$ cat config.mk
export PLATFORM = sky130hd
export DESIGN_NAME = round_engine
export DESIGN_NICKNAME = d
export VERILOG_FILES = /design/src/rtl/game_pkg.sv /design/src/rtl/lfsr10.sv /design/src/rtl/round_engine.sv
export SDC_FILE = /design/constraint.sdc
export NUM_CORES = 1
export LEC_CHECK = 0
export ABC_AREA = 1
export BUFFER_PORTS_ARGS = -buffer_cell sky130_fd_sc_hd__buf_2
export CAP_MARGIN = 0
export CORE_MARGIN = 8
export CORE_UTILIZATION = 42
export DETAILED_ROUTE_END_ITERATION = 12
export GPL_TIMING_DRIVEN = 0
export MAX_ROUTING_LAYER = met4
export PLACE_DENSITY = 0.76
export SLEW_MARGIN = 25
export SYNTH_ARGS = -nofsm -noshare
export SYNTH_HDL_FRONTEND = slang
export SYNTH_SLANG_ARGS = --single-unit
$ cat constraint.sdc
create_clock -name clk -period 2.1 [get_ports clk]
set_input_delay 0.525 -clock clk [delete_from_list [all_inputs] [get_ports clk]]
set_output_delay 0.525 -clock clk [all_outputs]
set_load 0.05 [all_outputs]
$ cat src/rtl/game_pkg.sv
// Shared types and constants for the round engine: hint/state enums, LFSR seed/taps, digit limits.
package game_pkg;

    typedef enum logic [1:0] {
        NONE = 2'd0,
        LOW  = 2'd1,
        HIGH = 2'd2,
        EQ   = 2'd3
    } hint_t;

    typedef enum logic [2:0] {
        IDLE = 3'd0,
        LOAD = 3'd1,
        PLAY = 3'd2,
        FAIL = 3'd3,
        DONE = 3'd4
    } engine_state_t;

    localparam logic [9:0] LFSR_SEED  = 10'h001;
    localparam logic [9:0] LFSR_TAPS  = 10'h240;   // x^10 + x^7 + 1
    localparam logic [9:0] LIMIT_1D   = 10'd10;
    localparam logic [9:0] LIMIT_2D   = 10'd100;
    localparam logic [9:0] LIMIT_3D   = 10'd1000;
    localparam logic [2:0] ROUND_LAST = 3'd4;

    function automatic logic [9:0] digit_candidate(input logic [1:0] md, input logic [9:0] lfsr);
        logic [9:0] c;
        case (md)
            2'd1:    c = {6'd0, lfsr[3:0]};
            2'd2:    c = {3'd0, lfsr[6:0]};
            2'd3:    c = lfsr;
            default: c = 10'd0;
        endcase
        return c;
    endfunction

    function automatic logic [9:0] digit_limit(input logic [1:0] md);
        logic [9:0] l;
        case (md)
            2'd1:    l = LIMIT_1D;
            2'd2:    l = LIMIT_2D;
            2'd3:    l = LIMIT_3D;
            default: l = 10'd0;
        endcase
        return l;
    endfunction

endpackage

$ cat src/rtl/lfsr10.sv
// Free-running 10-bit Fibonacci LFSR; key3 reloads the seed synchronously.
module lfsr10
    import game_pkg::*;
(
    input  logic       clk,
    input  logic       key3,
    output logic [9:0] lfsr
);

    logic [9:0] lfsr_q;
    logic [9:0] lfsr_d;

    always_comb begin
        lfsr_d = {lfsr_q[8:0], ^(lfsr_q & LFSR_TAPS)};
    end

    always_ff @(posedge clk) begin
        if (key3) begin
            lfsr_q <= LFSR_SEED;
        end else begin
            lfsr_q <= lfsr_d;
        end
    end

    assign lfsr = lfsr_q;

endmodule

$ cat src/rtl/round_engine.sv
// Round engine: secret draw, 1 Hz countdown, guess scoring, round/fail tracking.
// ROUND_ENGINE_REVEAL_EN exposes the latched secret on secret_dbg; otherwise it reads 0.
//
// state | meaning
// IDLE  | no game (Max_digit == 0), outputs frozen
// LOAD  | drawing a secret from the LFSR, retrying until it is in range
// PLAY  | round running: guesses scored, timer counting down
// FAIL  | out of guesses or time, outputs held
// DONE  | all rounds won, outputs held
module round_engine
    import game_pkg::*;
(
    input  logic       clk,
    input  logic       key3,
    input  logic       tick_1hz,
    input  logic       guess_valid,
    input  logic [9:0] guess_value,
    input  logic [6:0] Max_timer,
    input  logic [2:0] Max_guess,
    input  logic [1:0] Max_digit,
    output logic [6:0] timer,
    output logic [2:0] guess,
    output logic [2:0] round,
    output logic [1:0] hint,
    output logic [9:0] secret_dbg
);

    engine_state_t state_q, state_d;
    logic [6:0]    timer_q, timer_d;
    logic [2:0]    guess_q, guess_d;
    logic [2:0]    round_q, round_d;
    hint_t         hint_q, hint_d;
    logic [9:0]    secret_q, secret_d;
    logic [1:0]    md_q, md_d;

    logic [9:0]    lfsr;
    logic [9:0]    candidate;
    logic [2:0]    guess_inc;
    logic [2:0]    round_inc;
    logic          ended;

    lfsr10 u_lfsr (
        .clk  (clk),
        .key3 (key3),
        .lfsr (lfsr)
    );

    always_comb begin
        state_d   = state_q;
        timer_d   = timer_q;
        guess_d   = guess_q;
        round_d   = round_q;
        hint_d    = hint_q;
        secret_d  = secret_q;
        md_d      = Max_digit;
        guess_inc = guess_q + 3'd1;
        round_inc = round_q + 3'd1;
        candidate = digit_candidate(md_q, lfsr);
        ended     = 1'b0;

        if (Max_digit != md_q) begin
            if (Max_digit == 2'd0) begin
                state_d = IDLE;
            end else begin
                state_d = LOAD;
                round_d = 3'd1;
                guess_d = 3'd0;
                hint_d  = NONE;
            end
        end else begin
            case (state_q)
                IDLE: begin
                    if (Max_digit != 2'd0) state_d = LOAD;
                end
                LOAD: begin
                    if (candidate < digit_limit(md_q)) begin
                        secret_d = candidate;
                        timer_d  = Max_timer;
                        guess_d  = 3'd0;
                        state_d  = PLAY;
                    end
                end
                PLAY: begin
                    if (guess_valid) begin
                        if (guess_value == secret_q) begin
                            hint_d  = EQ;
                            round_d = round_inc;
                            guess_d = 3'd0;
                            state_d = (round_inc == ROUND_LAST) ? DONE : LOAD;
                            ended   = 1'b1;
                        end else begin
                            hint_d = (guess_value < secret_q) ? LOW : HIGH;
                            if (guess_inc == Max_guess) begin
                                guess_d = Max_guess + 3'd1;
                                timer_d = 7'd0;
                                state_d = FAIL;
                                ended   = 1'b1;
                            end else begin
                                guess_d = guess_inc;
                            end
                        end
                    end
                    // a tick in the same cycle as a round-ending guess is dropped
                    if (tick_1hz && !ended && timer_q != 7'd0) begin
                        timer_d = timer_q - 7'd1;
                        if (timer_q == 7'd1) begin
                            guess_d = Max_guess + 3'd1;
                            state_d = FAIL;
                        end
                    end
                end
                default: ;
            endcase
        end
    end

    always_ff @(posedge clk) begin
        if (key3) begin
            state_q  <= IDLE;
            timer_q  <= 7'd0;
            guess_q  <= 3'd0;
            round_q  <= 3'd1;
            hint_q   <= NONE;
            secret_q <= 10'd0;
            md_q     <= 2'd0;
        end else begin
            state_q  <= state_d;
            timer_q  <= timer_d;
            guess_q  <= guess_d;
            round_q  <= round_d;
            hint_q   <= hint_d;
            secret_q <= secret_d;
            md_q     <= md_d;
        end
    end

    assign timer = timer_q;
    assign guess = guess_q;
    assign round = round_q;
    assign hint  = hint_q;

`ifdef ROUND_ENGINE_REVEAL_EN
    assign secret_dbg = secret_q;
`else
    assign secret_dbg = 10'd0;
`endif

endmodule

==> reports/summary.log, run 1 <==
qor: timing.max_clock_freq 510.8 MHz
qor: logic_synthesis.netlist_top_cells_area sky130_fd_sc_hd__dfxtp_1 30%, sky130_fd_sc_hd__nand2_1 11%, sky130_fd_sc_hd__ha_1 9.1%, sky130_fd_sc_hd__inv_1 7.6%, sky130_fd_sc_hd__nor2_1 6.3%
qor: routing.drt_wl_total 6449 µm
qor: place.globalplace.congestion 0.8857
qor: power_and_ir_drop.power.sequential.fraction 43.6%
qor: routing.drc 0
qor: worst_setup_path.criticalPathCategory reg2reg
qor: finish.area.growth.synth_to_final 20.10%
qor: logic_synthesis.ys_warn_count 0
qor: global_routing.grt_use_total 14.32%
qor: logic_synthesis.post_synth_inst_count 384
qor: global_routing.grt_antenna_before_repair 0
qor: timing.setup_viol_count_final 0
qor: cts.clock_buffers_created_by_tritoncts 5
qor: routing.dr.first_iter.drc_count 184
qor: die.rows 29
qor: finish.layout-drive-gt1-share 23.20%
qor: routing.post_drt_via_cell_ratio 4.921
qor: power_and_ir_drop.pwr-share-comb 30.3%
qor: finish.register_cell_area_after_layout 810.8 µm²
qor: logic_synthesis.synth.yosys.seq_area_share 30.49%
qor: power_and_ir_drop.total_leakage_power 1.555 nW
qor: finish.antenna-diode-count 0
qor: cts.cts-htree-levels 2
qor: place.detailedPlace.worstSlack -0.1474 ns
qor: die.initial_util 42.33%
qor: timing.setup_slack 0.1423 ns
qor: place.detailedPlacementHpwl 4976 µm
qor: die.num_io_pins 51
qor: routing.drt-wirelength-per-cell 12.38 µm
qor: routing.detail_route.first_pass.iterations 5
qor: power_and_ir_drop.swShare 35.95%
qor: timing.min_period 1.958 ns
qor: timing.totalNegativeSetupSlack 0 ns
qor: timing.maxSlewHeadroom 65.06%
qor: timing.min_period_over_period 93.23%
qor: logic_synthesis.synth.largest_area_cell sky130_fd_sc_hd__dfxtp_1
qor: min_path.min-delay-path-class reg2reg
qor: global_routing.global_route.overflow_total 0
qor: cts.clkSinkCount 40
qor: power_and_ir_drop.p_int 1.216 mW
qor: die.die_area 9039 µm²
qor: finish.final_nets 489
qor: logic_synthesis.synth.avg_cell_area 6.839 µm²
qor: timing.timing.final.max_slew_violations 0
qor: power_and_ir_drop.power_density 602.0 nW/µm²
qor: routing.dr_total_vias 2564
qor: power_and_ir_drop.peakVddDrop 0.2851 mV
qor: die.design.core.area 6205 µm²
qor: cts.clk_path_buf_depth 2
qor: logic_synthesis.synth_common_cells 80 x sky130_fd_sc_hd__nand2_1, 53 x sky130_fd_sc_hd__inv_1, 44 x sky130_fd_sc_hd__nor2_1, 40 x sky130_fd_sc_hd__dfxtp_1, 32 x sky130_fd_sc_hd__a21oi_1
qor: worst_setup_path.worstPathRequired 2.28 ns
qor: cts.clock-root-buffer sky130_fd_sc_hd__clkbuf_8
qor: global_routing.first_global_vias 2375
qor: cts.cts_tree yes
qor: worst_setup_path.crit_path_frequent_cell sky130_fd_sc_hd__nand2_1
qor: cts.clkSlewWorstSetupHoldPaths 0.08 ns
qor: run_status.outcome finished clean
qor: timing.fin_hold_ws 0.4221 ns
qor: place.place_area 2954 µm²
qor: global_routing.grt_start_max_net_pins 13
qor: logic_synthesis.synth_cell_type_count 39
qor: global_routing.grt_first_pass_wirelength 10300 µm
qor: worst_setup_path.critical_path.endpoint_type flop
qor: power_and_ir_drop.switching_power 682.6 µW
qor: worst_setup_path.worstPathCellList inv_4, a21oi_2, ha_1, nand3_1, nand2_1, nand2_1, nand2_1, nand2_2, nand3_4, nand2_4, nand2_1, inv_2, nand2_4, inv_4, nand2_1, nand2_1, nor2_2
qor: finish.finalInstanceArea 3154 µm²
qor: finish.filler_cell_count 630
qor: logic_synthesis.share_of_the_synthesized_area_in_the_top_cell_type 30.49%
qor: worst_setup_path.slowest_delay 0.39 ns
qor: worst_setup_path.timing.critical_path.from_type flop
qor: logic_synthesis.synth_edf_count 0
qor: run.max_cap_viol_count 0
qor: cts.insertion_delay 0.29 ns
qor: logic_synthesis.ys_ff_latch 40
qor: logic_synthesis.cell_area_after_synthesis 2626 µm²
qor: die.floorplan.die.width 95.08 µm
qor: timing.final.setup_skew 0.008132 ns
qor: timing.count_of_final_hold_check_violations 0
qor: worst_setup_path.critPathSlowestCell sky130_fd_sc_hd__dfxtp_4
qor: logic_synthesis.postSynth.asyncResetShare 0%
qor: timing.max_slew.worst_pin.slew 0.5240 ns
qor: routing.antenna_violating_nets_post_route 0
qor: place.io_buffers 39
qor: power_and_ir_drop.share_clk_of_total_power 26.1%
qor: worst_setup_path.worst-path-max-fanout 8
qor: worst_setup_path.cp_data_arrival_time 2.14 ns
qor: die.die_height 95.08 µm
qor: logic_synthesis.synthFlopType sky130_fd_sc_hd__dfxtp_1
qor: logic_synthesis.post-synth-top-count-cell sky130_fd_sc_hd__nand2_1
qor: finish.multi_input_area 1598 µm²
[state kept, by name, indices dropped and copies added, names as in the netlist]
signal	flops
guess	3
timer	7
state_q	3
secret_q	10
md_q	2
round	3
hint	2
u_lfsr.lfsr	10
[power by group through the flow]
stage	logic [mW]	registers, mW	clock network, mW
floorplan	0.357	0.902	0
global route	0.641	0.834	0.534
global placement	0.521	0.843	0
finish	0.575	0.828	0.496
CTS	0.539	0.828	0.506
detailed placement	0.535	0.845	0
[final timing paths]
path,start,endpoint,slack [ns],depth (start not counted)
max,md_q[1]$_SDFF_PP0_,timer[2]$_SDFFE_PP0P_,0.14,17
max reg2reg,md_q[1]$_SDFF_PP0_,timer[2]$_SDFFE_PP0P_,0.14,17
min reg2reg,u_lfsr.lfsr[5]$_SDFF_PP0_,u_lfsr.lfsr[6]$_SDFF_PP0_,0.42,2
min,u_lfsr.lfsr[5]$_SDFF_PP0_,u_lfsr.lfsr[6]$_SDFF_PP0_,0.42,2
[what timing repair did]
| action | 4_1_cts | 5_1_grt |
|---|---|---|
| gates resized for setup | 4 | 18 |
| setup buffers | 0 | 5 |
| pin swaps | 0 | 6 |
| hold buffers | 0 | 0 |
| setup endpoints to repair | 22 | 23 |
| hold endpoints to repair | 0 | 0 |
[layer usage]
layer | part of all wire, % | GRT usage [%] | vias to the layer above
li1 | - | - | 1342
met1 | 43 | 16.65 | 1149
met2 | 50 | 24.63 | 64
met3 | 5.6 | 2.520 | 9
met4 | 1.2 | 4.031 | 0
met5 | 0 | - | -
[cell families (layout without fill, tap and decap cells)]
family | count (synthesis) | after routing | synth area share (%)
and+or+nand+nor | 173 | 173 | 30.44
buffers and inverters | 74 | 125 | 12.58
AOI/OAI and AO/OA | 71 | 71 | 15.29
DFF | 40 | 40 | 30.49
adders and majority gates | 19 | 19 | 9.052
xor gates and xnor gates | 6 | 6 | 2.001
other | 1 | 10 | 0.1428
[area by class of cell]
type	instances	share of cell area [%]
Multi-Input combinational cell	279	50.65
Sequential cell	40	25.70
Timing Repair Buffer	44	7.378
Inverter	58	7.140
Buffer	16	3.491
Tap cell	77	3.054
Clock buffer	5	2.182
Clock inverter	2	0.3967
[worst max-delay path: cells and delay by family (launching register included)]
family / cells / cell delay [ns]
AO/OA/AOI/OAI: 1 / 0.14
buffers and inverters: 3 / 0.23
AND/OR/NAND/NOR: 12 / 0.82
adder cells (fa/ha/maj): 1 / 0.26
flip-flops: 1 / 0.39
[layout by cell type, fill, tap and decap left out, types with 7 or more instances in the layout]
cell type / instances
sky130_fd_sc_hd__a21oi_1: 31
sky130_fd_sc_hd__buf_2: 40
sky130_fd_sc_hd__buf_4: 16
sky130_fd_sc_hd__conb_1: 10
sky130_fd_sc_hd__dfxtp_1: 36
sky130_fd_sc_hd__ha_1: 17
sky130_fd_sc_hd__inv_1: 51
sky130_fd_sc_hd__nand2_1: 79
sky130_fd_sc_hd__nand2_2: 7
sky130_fd_sc_hd__nand3_1: 19
sky130_fd_sc_hd__nand4_1: 7
sky130_fd_sc_hd__nor2_1: 41
sky130_fd_sc_hd__o21ai_0: 19
[metrics by stage]
stage	total power [mW]	util (%)	instances
4_1_cts	1.873	49.02	516
6_report	1.899	50.84	521
2_1_floorplan	1.259	-	393
5_1_grt	2.009	50.84	521
3_5_place_dp	1.380	47.61	509
3_3_place_gp	1.364	47.61	509
Note: power is estimated with default switching activity, not from simulation.
==> run 2: changes to the inputs <==
--- a/config.mk
+++ b/config.mk
@@ -8,13 +8,13 @@
 export ABC_AREA = 1
 export BUFFER_PORTS_ARGS = -buffer_cell sky130_fd_sc_hd__buf_2
 export CAP_MARGIN = 0
-export CORE_MARGIN = 8
 export CORE_UTILIZATION = 42
 export DETAILED_ROUTE_END_ITERATION = 12
 export GPL_TIMING_DRIVEN = 0
 export MAX_ROUTING_LAYER = met4
-export PLACE_DENSITY = 0.76
+export PLACE_DENSITY = 0.75
 export SLEW_MARGIN = 25
 export SYNTH_ARGS = -nofsm -noshare
 export SYNTH_HDL_FRONTEND = slang
+export SYNTH_HIERARCHICAL = 1
 export SYNTH_SLANG_ARGS = --single-unit
==> reports/summary.log, run 2 <==
qor: place.place_area 3218 µm²
qor: timing.setup_viol_count_final 0
qor: worst_setup_path.slowest_delay 0.37 ns
qor: global_routing.grt_antenna_before_repair 0
qor: cts.clkSlewWorstSetupHoldPaths 0.08 ns
qor: die.initial_util 44.54%
qor: global_routing.grt_use_met1 22.59%
qor: worst_setup_path.worst_r2r_path_depth 16
qor: timing.grt_setup_unrepaired true
qor: finish.area.growth.synth_to_final 20.80%
qor: finish.final_cell_mix 83 x sky130_fd_sc_hd__nand2_1, 55 x sky130_fd_sc_hd__inv_1, 40 x sky130_fd_sc_hd__nor2_1
qor: cts.cts-htree-levels 2
qor: place.io_buffers 39
qor: logic_synthesis.synthFlopType sky130_fd_sc_hd__dfxtp_1
qor: power_and_ir_drop.power.sequential.fraction 40.2%
qor: worst_setup_path.cp_data_arrival_time 2.18 ns
qor: power_and_ir_drop.swShare 34.04%
qor: finish.final_nets 523
qor: timing.min_period 1.952 ns
qor: routing.detail_route.first_pass.iterations 4
qor: die.floorplan.die.width 84.99 µm
qor: cts.cts_tree yes
qor: logic_synthesis.share_of_the_synthesized_area_in_the_top_cell_type 27.68%
qor: power_and_ir_drop.switching_power 701.6 µW
qor: power_and_ir_drop.total_leakage_power 1.716 nW
qor: run_status.outcome finished clean
qor: cts.clock_buffers_created_by_tritoncts 5
qor: power_and_ir_drop.pwr-share-comb 29.4%
qor: logic_synthesis.postSynth.asyncResetShare 0%
qor: logic_synthesis.cell_area_after_synthesis 2893 µm²
qor: power_and_ir_drop.p_int 1.359 mW
qor: finish.finalInstanceArea 3495 µm²
qor: power_and_ir_drop.peakVddDrop 0.4283 mV
qor: cts.clk_path_buf_depth 2
qor: logic_synthesis.synth_common_cells 89 x sky130_fd_sc_hd__nand2_1, 57 x sky130_fd_sc_hd__inv_1, 46 x sky130_fd_sc_hd__nor2_1, 40 x sky130_fd_sc_hd__dfxtp_1, 27 x sky130_fd_sc_hd__a21oi_1
qor: worst_setup_path.critical_path.endpoint_type flop
qor: cts.insertion_delay 0.29 ns
qor: global_routing.grt_start_max_net_pins 14
qor: logic_synthesis.post-synth-top-count-cell sky130_fd_sc_hd__nand2_1
qor: timing.totalNegativeSetupSlack 0 ns
qor: worst_setup_path.critPathSlowestCell sky130_fd_sc_hd__dfxtp_4
qor: worst_setup_path.rrSetupSlack 0.15 ns
qor: finish.antenna-diode-count 0
qor: routing.dr_total_vias 2655
qor: min_path.min-delay-path-class reg2reg
qor: worst_setup_path.worstPathCellList nor2_4, inv_2, nand2_2, inv_2, ha_4, a21oi_2, nand2_1, nand2_1, nand2_1, nand2_2, nand3_4, a21oi_4, nand2_4, inv_8, nand2_4, a21oi_2
qor: routing.antenna_violating_nets_post_route 0
qor: die.design.core.area 6495 µm²
qor: place.placed_cells 539
qor: cts.clkSinkCount 40
qor: place.detailedPlacementHpwl 4966 µm
qor: timing.timing.final.max_slew_violations 0
qor: cts.clock-root-buffer sky130_fd_sc_hd__clkbuf_8
qor: routing.post_drt_via_cell_ratio 4.784
qor: logic_synthesis.netlist_top_cells_area sky130_fd_sc_hd__dfxtp_1 28%, sky130_fd_sc_hd__nand2_1 12%, sky130_fd_sc_hd__ha_1 8.7%, sky130_fd_sc_hd__inv_1 7.4%, sky130_fd_sc_hd__nor2_1 6.0%
qor: die.die_area 7223 µm²
qor: timing.fin_hold_ws 0.4231 ns
qor: worst_setup_path.timing.critical_path.from_type flop
qor: routing.dr.first_iter.drc_count 178
qor: logic_synthesis.post_synth_inst_count 414
qor: worst_setup_path.worstPathRequired 2.33 ns
qor: worst_setup_path.worst-path-max-fanout 8
qor: timing.count_of_final_hold_check_violations 0
qor: logic_synthesis.synth_edf_count 0
qor: logic_synthesis.synth_cell_type_count 40
qor: power_and_ir_drop.share_clk_of_total_power 30.3%
qor: global_routing.grt.met2_usage 31.82%
qor: timing.max_clock_freq 512.2 MHz
qor: die.num_io_pins 51
qor: global_routing.groute.layer.met3.usage 3.113%
qor: power_and_ir_drop.power_density 589.8 nW/µm²
qor: die.rows 29
qor: worst_setup_path.setup.worst_path.start md_q[0]$_SDFF_PP0_
qor: worst_setup_path.criticalPathCategory reg2reg
qor: timing.max_slew.worst_pin.slew 0.5511 ns
qor: routing.drt-wirelength-per-cell 11.46 µm
qor: worst_setup_path.timing.rr.end timer[0]$_SDFFE_PP0P_
qor: worst_setup_path.cp-endpoint timer[0]$_SDFFE_PP0P_
qor: worst_setup_path.regToRegStartpoint md_q[0]$_SDFF_PP0_
qor: timing.maxSlewHeadroom 63.26%
qor: logic_synthesis.synth.yosys.seq_area_share 27.68%
qor: global_routing.first_global_vias 2523
qor: timing.min_period_over_period 92.96%
qor: logic_synthesis.ys_warn_count 6
qor: global_routing.top_usage_layer met2
qor: routing.drc 0
qor: finish.final_core_util 53.80%
qor: logic_synthesis.ys_ff_latch 40
qor: run.max_cap_viol_count 0
qor: finish.fin_cells 555
qor: finish.mostFrequentLayoutCell sky130_fd_sc_hd__nand2_1
qor: timing.final.setup_skew 0.002798 ns
qor: routing.drt_wl_total 6363 µm
qor: worst_setup_path.crit_path_frequent_cell sky130_fd_sc_hd__nand2_1
qor: logic_synthesis.synth.largest_area_cell sky130_fd_sc_hd__dfxtp_1
qor: global_routing.grt_first_pass_wirelength 10730 µm
qor: place.globalplace.congestion 0.8614
qor: global_routing.global_route.overflow_total 0
qor: global_routing.grt_use_total 18.70%
qor: cts.ctsHoldBuffers 0
qor: finish.layout-drive-gt1-share 31.38%
qor: logic_synthesis.synth.avg_cell_area 6.987 µm²
qor: die.die_height 84.99 µm
-- run 2: cell count changes after synthesis, moves of 5 or more --
cell / delta
sky130_fd_sc_hd__inv_2: +8
sky130_fd_sc_hd__nor2_2: +5
sky130_fd_sc_hd__nand2_1: +9
sky130_fd_sc_hd__a22oi_1: -6
sky130_fd_sc_hd__buf_4: +8
sky130_fd_sc_hd__a21oi_1: -5
sky130_fd_sc_hd__o21ai_1: +5
sky130_fd_sc_hd__o21ai_0: -12
-- run 2: area by class of cell --
cell class / count / area [µm²]
Buffer: 25 / 195.2
Tap cell: 77 / 96.34
Multi-Input combinational cell: 287 / 1753
Clock inverter: 3 / 42.54
Inverter: 70 / 270.3
Fill cell: 633 / 3000
Clock buffer: 5 / 68.82
Timing Repair Buffer: 48 / 262.8
Sequential cell: 40 / 805.8
-- run 2: worst min path at each step --
stage,start,to,slack [ns],cells after the start
2_1_floorplan,u_lfsr/lfsr[0]$_SDFF_PP1_,u_lfsr/lfsr[1]$_SDFF_PP0_,0.40,2
3_3_place_gp,u_lfsr/lfsr[8]$_SDFF_PP0_,u_lfsr/lfsr[9]$_SDFF_PP0_,0.41,2
3_5_place_dp,u_lfsr/lfsr[2]$_SDFF_PP0_,u_lfsr/lfsr[3]$_SDFF_PP0_,0.41,2
4_1_cts,key3,u_lfsr/lfsr[8]$_SDFF_PP0_,0.42,2
5_1_grt,key3,u_lfsr/lfsr[2]$_SDFF_PP0_,0.43,2
6_report,u_lfsr/lfsr[7]$_SDFF_PP0_,u_lfsr/lfsr[8]$_SDFF_PP0_,0.42,2
-- run 2: stage by stage --
| step | power [mW] | setup slack (ns) |
|---|---|---|
| 3_5_place_dp | 1.421 | -0.1599 |
| 5_1_grt | 2.184 | -0.03186 |
| 4_1_cts | 2.051 | 0.008486 |
| 6_report | 2.061 | 0.1478 |
| 2_1_floorplan | 1.298 | 0.02441 |
| 3_3_place_gp | 1.404 | -0.1218 |
-- run 2: layer usage --
metal / routed length [µm] / part of all wire, %
met1: 2847 / 45
met2: 3144 / 49
met3: 300 / 4.7
met4: 71 / 1.1
met5: 0 / 0
-- run 2: cell families after synthesis --
family | synth area share (%)
flip-flops | 27.68
AO/OA/AOI/OAI | 11.51
XOR/XNOR | 2.682
AND/OR/NAND/NOR | 32.96
buffers and inverters | 16.39
other | 0.1296
adder cells (fa/ha/maj) | 8.651
-- run 2: power by group through the flow --
stage                     logic, mW  registers, mW  clock network [mW]
final                         0.606          0.829               0.625
after global routing          0.673          0.835               0.676
after CTS                     0.583          0.828               0.640
after detailed placement      0.576          0.845                   0
after global placement        0.561          0.843                   0
after floorplan               0.398          0.900                   0
-- run 2: critical path: cells and delay by family (launching register included) --
kind / cells / cell delay, ns
AND/OR/NAND/NOR: 9 / 0.70
flip-flops: 1 / 0.37
buffers and inverters: 3 / 0.21
adder cells (fa/ha/maj): 1 / 0.23
AO/OA/AOI/OAI: 3 / 0.38
-- run 2: timing repair --
action                                  4_1_cts  5_1_grt
endpoints found under the setup margin       19       23
buffers inserted                              2        7
pin swaps                                     4       15
cloned                                        0        0
gates resized for setup                       5       24
==> run 3: changes to the inputs <==
--- a/config.mk
+++ b/config.mk
@@ -12,9 +12,9 @@
 export DETAILED_ROUTE_END_ITERATION = 12
 export GPL_TIMING_DRIVEN = 0
 export MAX_ROUTING_LAYER = met4
-export PLACE_DENSITY = 0.75
+export PLACE_DENSITY = 0.76
+export REMOVE_ABC_BUFFERS = 1
 export SLEW_MARGIN = 25
 export SYNTH_ARGS = -nofsm -noshare
 export SYNTH_HDL_FRONTEND = slang
-export SYNTH_HIERARCHICAL = 1
 export SYNTH_SLANG_ARGS = --single-unit
==> reports/summary.log, run 3 (same netlist as run 1, synthesis figures left out) <==
qor: timing.count_of_final_hold_check_violations 0
qor: routing.top_layer met4
qor: power_and_ir_drop.swShare 35.83%
qor: routing.detailroute.wirelength.met2 2888 µm
qor: routing.antenna_violating_nets_post_route 0
qor: min_path.min-delay-path-class reg2reg
qor: cts.insertion_delay 0.30 ns
qor: timing.setup_slack 0.1142 ns
qor: finish.filler_cell_count 608
qor: power_and_ir_drop.power.sequential.fraction 44.3%
qor: power_and_ir_drop.switching_power 668.6 µW
qor: die.die_area 6573 µm²
qor: finish.final_nets 472
qor: finish.mostFrequentLayoutCell sky130_fd_sc_hd__nand2_1
qor: routing.drt_wl_total 5807 µm
qor: worst_setup_path.critical_path.endpoint_type flop
qor: place.globalplace.congestion 0.8176
qor: routing.drc 0
qor: run_status.outcome finished clean
qor: cts.clkSlewWorstSetupHoldPaths 0.08 ns
qor: routing.detail_route.first_pass.iterations 4
qor: worst_setup_path.worstPathRequired 2.28 ns
qor: timing.final.setup_skew 0.008461 ns
qor: cts.ctsHoldBuffers 0
qor: global_routing.grt_start_max_net_pins 25
qor: finish.layout-drive-gt1-share 22.01%
qor: timing.min_period_over_period 94.56%
qor: finish.final_cell_mix 77 x sky130_fd_sc_hd__nand2_1, 51 x sky130_fd_sc_hd__inv_1, 40 x sky130_fd_sc_hd__nor2_1, 40 x sky130_fd_sc_hd__buf_2, 36 x sky130_fd_sc_hd__dfxtp_1
qor: die.num_io_pins 51
qor: global_routing.grt_first_pass_wirelength 9756 µm
qor: finish.antenna-diode-count 0
qor: global_routing.global_route.overflow_total 0
qor: place.detailedPlace.worstSlack -0.1737 ns
qor: worst_setup_path.criticalPathCategory reg2reg
qor: die.die_height 81.08 µm
qor: die.rows 28
qor: routing.post_drt_via_cell_ratio 4.996
qor: routing.dr.first_iter.drc_count 84
qor: timing.setup_viol_count_final 0
qor: routing.met3RoutedLength 215 µm
qor: timing.max_slew.worst_pin.slew 0.5453 ns
qor: cts.cts_tree yes
qor: worst_setup_path.setup.worst_path.start guess[0]$_SDFFE_PP0P_
qor: die.design.core.area 5991 µm²
qor: worst_setup_path.slowest_delay 0.40 ns
qor: die.initial_util 43.84%
qor: power_and_ir_drop.power_density 610.2 nW/µm²
qor: finish.area.growth.synth_to_final 16.44%
qor: die.floorplan.die.width 81.08 µm
qor: global_routing.grt_antenna_before_repair 0
qor: worst_setup_path.worstPathCellList ha_2, nor2_1, nor2_2, nor2_4, nand2_1, nand2_2, nand2_4, nand3_4, nand3_2, nand2_4, inv_6, o21ai_1, nor2_1
qor: routing.drt-wirelength-per-cell 11.57 µm
qor: finish.final_core_util 51.04%
qor: worst_setup_path.worst-path-max-fanout 8
qor: timing.max_clock_freq 503.6 MHz
qor: worst_setup_path.regToRegStartpoint guess[0]$_SDFFE_PP0P_
qor: cts.clock_buffers_created_by_tritoncts 5
qor: global_routing.first_global_vias 2310
qor: power_and_ir_drop.peakVddDrop 0.2761 mV
qor: power_and_ir_drop.share_clk_of_total_power 26.2%
qor: timing.timing.final.max_slew_violations 0
qor: worst_setup_path.worst_r2r_path_depth 13
qor: power_and_ir_drop.p_int 1.197 mW
qor: cts.clk_path_buf_depth 2
qor: cts.cts-htree-levels 2
qor: global_routing.grt_use_total 19.42%
qor: worst_setup_path.rrSetupSlack 0.11 ns
qor: cts.clock-root-buffer sky130_fd_sc_hd__clkbuf_8
qor: timing.maxSlewHeadroom 63.61%
qor: cts.clkSinkCount 40
qor: worst_setup_path.timing.rr.end timer[1]$_SDFFE_PP0P_
qor: routing.wl_met1 2642 µm
qor: timing.totalNegativeSetupSlack 0 ns
qor: power_and_ir_drop.total_leakage_power 1.480 nW
qor: power_and_ir_drop.pwr-share-comb 29.5%
qor: place.io_buffers 40
qor: worst_setup_path.critPathSlowestCell sky130_fd_sc_hd__dfxtp_2
qor: worst_setup_path.timing.critical_path.from_type flop
qor: worst_setup_path.cp_data_arrival_time 2.17 ns
qor: routing.dr_total_vias 2508
qor: worst_setup_path.cp-endpoint timer[1]$_SDFFE_PP0P_
qor: timing.min_period 1.986 ns
qor: run.max_cap_viol_count 0
qor: place.detailedPlacementHpwl 4416 µm
-- run 3: timing repair --
| action | in CTS | in global routing |
|---|---|---|
| setup endpoints to repair | 17 | 23 |
| buffers inserted | 0 | 3 |
| resized for setup | 3 | 25 |
| pin swaps | 0 | 10 |
-- run 3: worst min-delay path by stage --
| stage | cells after the start | to | startpoint | slack (ns) |
|---|---|---|---|---|
| after CTS | 2 | u_lfsr.lfsr[5]$_SDFF_PP0_ | u_lfsr.lfsr[4]$_SDFF_PP0_ | 0.43 |
| after global routing | 2 | u_lfsr.lfsr[5]$_SDFF_PP0_ | u_lfsr.lfsr[4]$_SDFF_PP0_ | 0.45 |
| final | 2 | u_lfsr.lfsr[5]$_SDFF_PP0_ | u_lfsr.lfsr[4]$_SDFF_PP0_ | 0.43 |
| after floorplan | 2 | u_lfsr.lfsr[5]$_SDFF_PP0_ | u_lfsr.lfsr[4]$_SDFF_PP0_ | 0.40 |
| after global placement | 2 | u_lfsr.lfsr[6]$_SDFF_PP0_ | u_lfsr.lfsr[5]$_SDFF_PP0_ | 0.41 |
| after detailed placement | 2 | u_lfsr.lfsr[5]$_SDFF_PP0_ | u_lfsr.lfsr[4]$_SDFF_PP0_ | 0.41 |
-- run 3: layer usage --
layer,up-vias,GRT usage [%]
li1,1313,-
met1,1138,22.94
met2,51,33.61
met3,6,3.146
met4,0,5.893
met5,-,-
-- run 3: stage by stage --
stage | std cells | hold slack, ns | total power [mW] | area [µm²]
2_1_floorplan | 377 | 0.4031 | 1.232 | 2550
3_3_place_gp | 492 | 0.4072 | 1.342 | 2844
3_5_place_dp | 492 | 0.4148 | 1.357 | 2844
4_1_cts | 499 | 0.4281 | 1.845 | 2932
5_1_grt | 502 | 0.4543 | 1.988 | 3058
6_report | 502 | 0.4251 | 1.866 | 3058
-- run 3: power groups by stage --
stage          registers, mW  clock network, mW  logic [mW]
6_report               0.826              0.489       0.551
5_1_grt                0.832              0.537       0.618
4_1_cts                0.827              0.502       0.516
3_5_place_dp           0.845                  0       0.513
3_3_place_gp           0.844                  0       0.498
2_1_floorplan          0.902                  0       0.330
-- run 3: cell type report --
type	instances	area (µm²)	area share [%]
Sequential cell	40	810.8	26.51
Inverter	58	227.7	7.447
Clock inverter	2	12.51	0.4092
Tap cell	75	93.84	3.069
Timing Repair Buffer	43	222.7	7.283
Clock buffer	5	68.82	2.250
Multi-Input combinational cell	279	1622	53.03
-- run 3: worst max-delay path: cells and delay by family (launching register included) --
kind,cells,cell delay [ns]
AO/OA/AOI/OAI,1,0.11
adder cells (fa/ha/maj),1,0.31
AND/OR/NAND/NOR,10,0.99
flip-flops,1,0.40
buffers and inverters,1,0.06
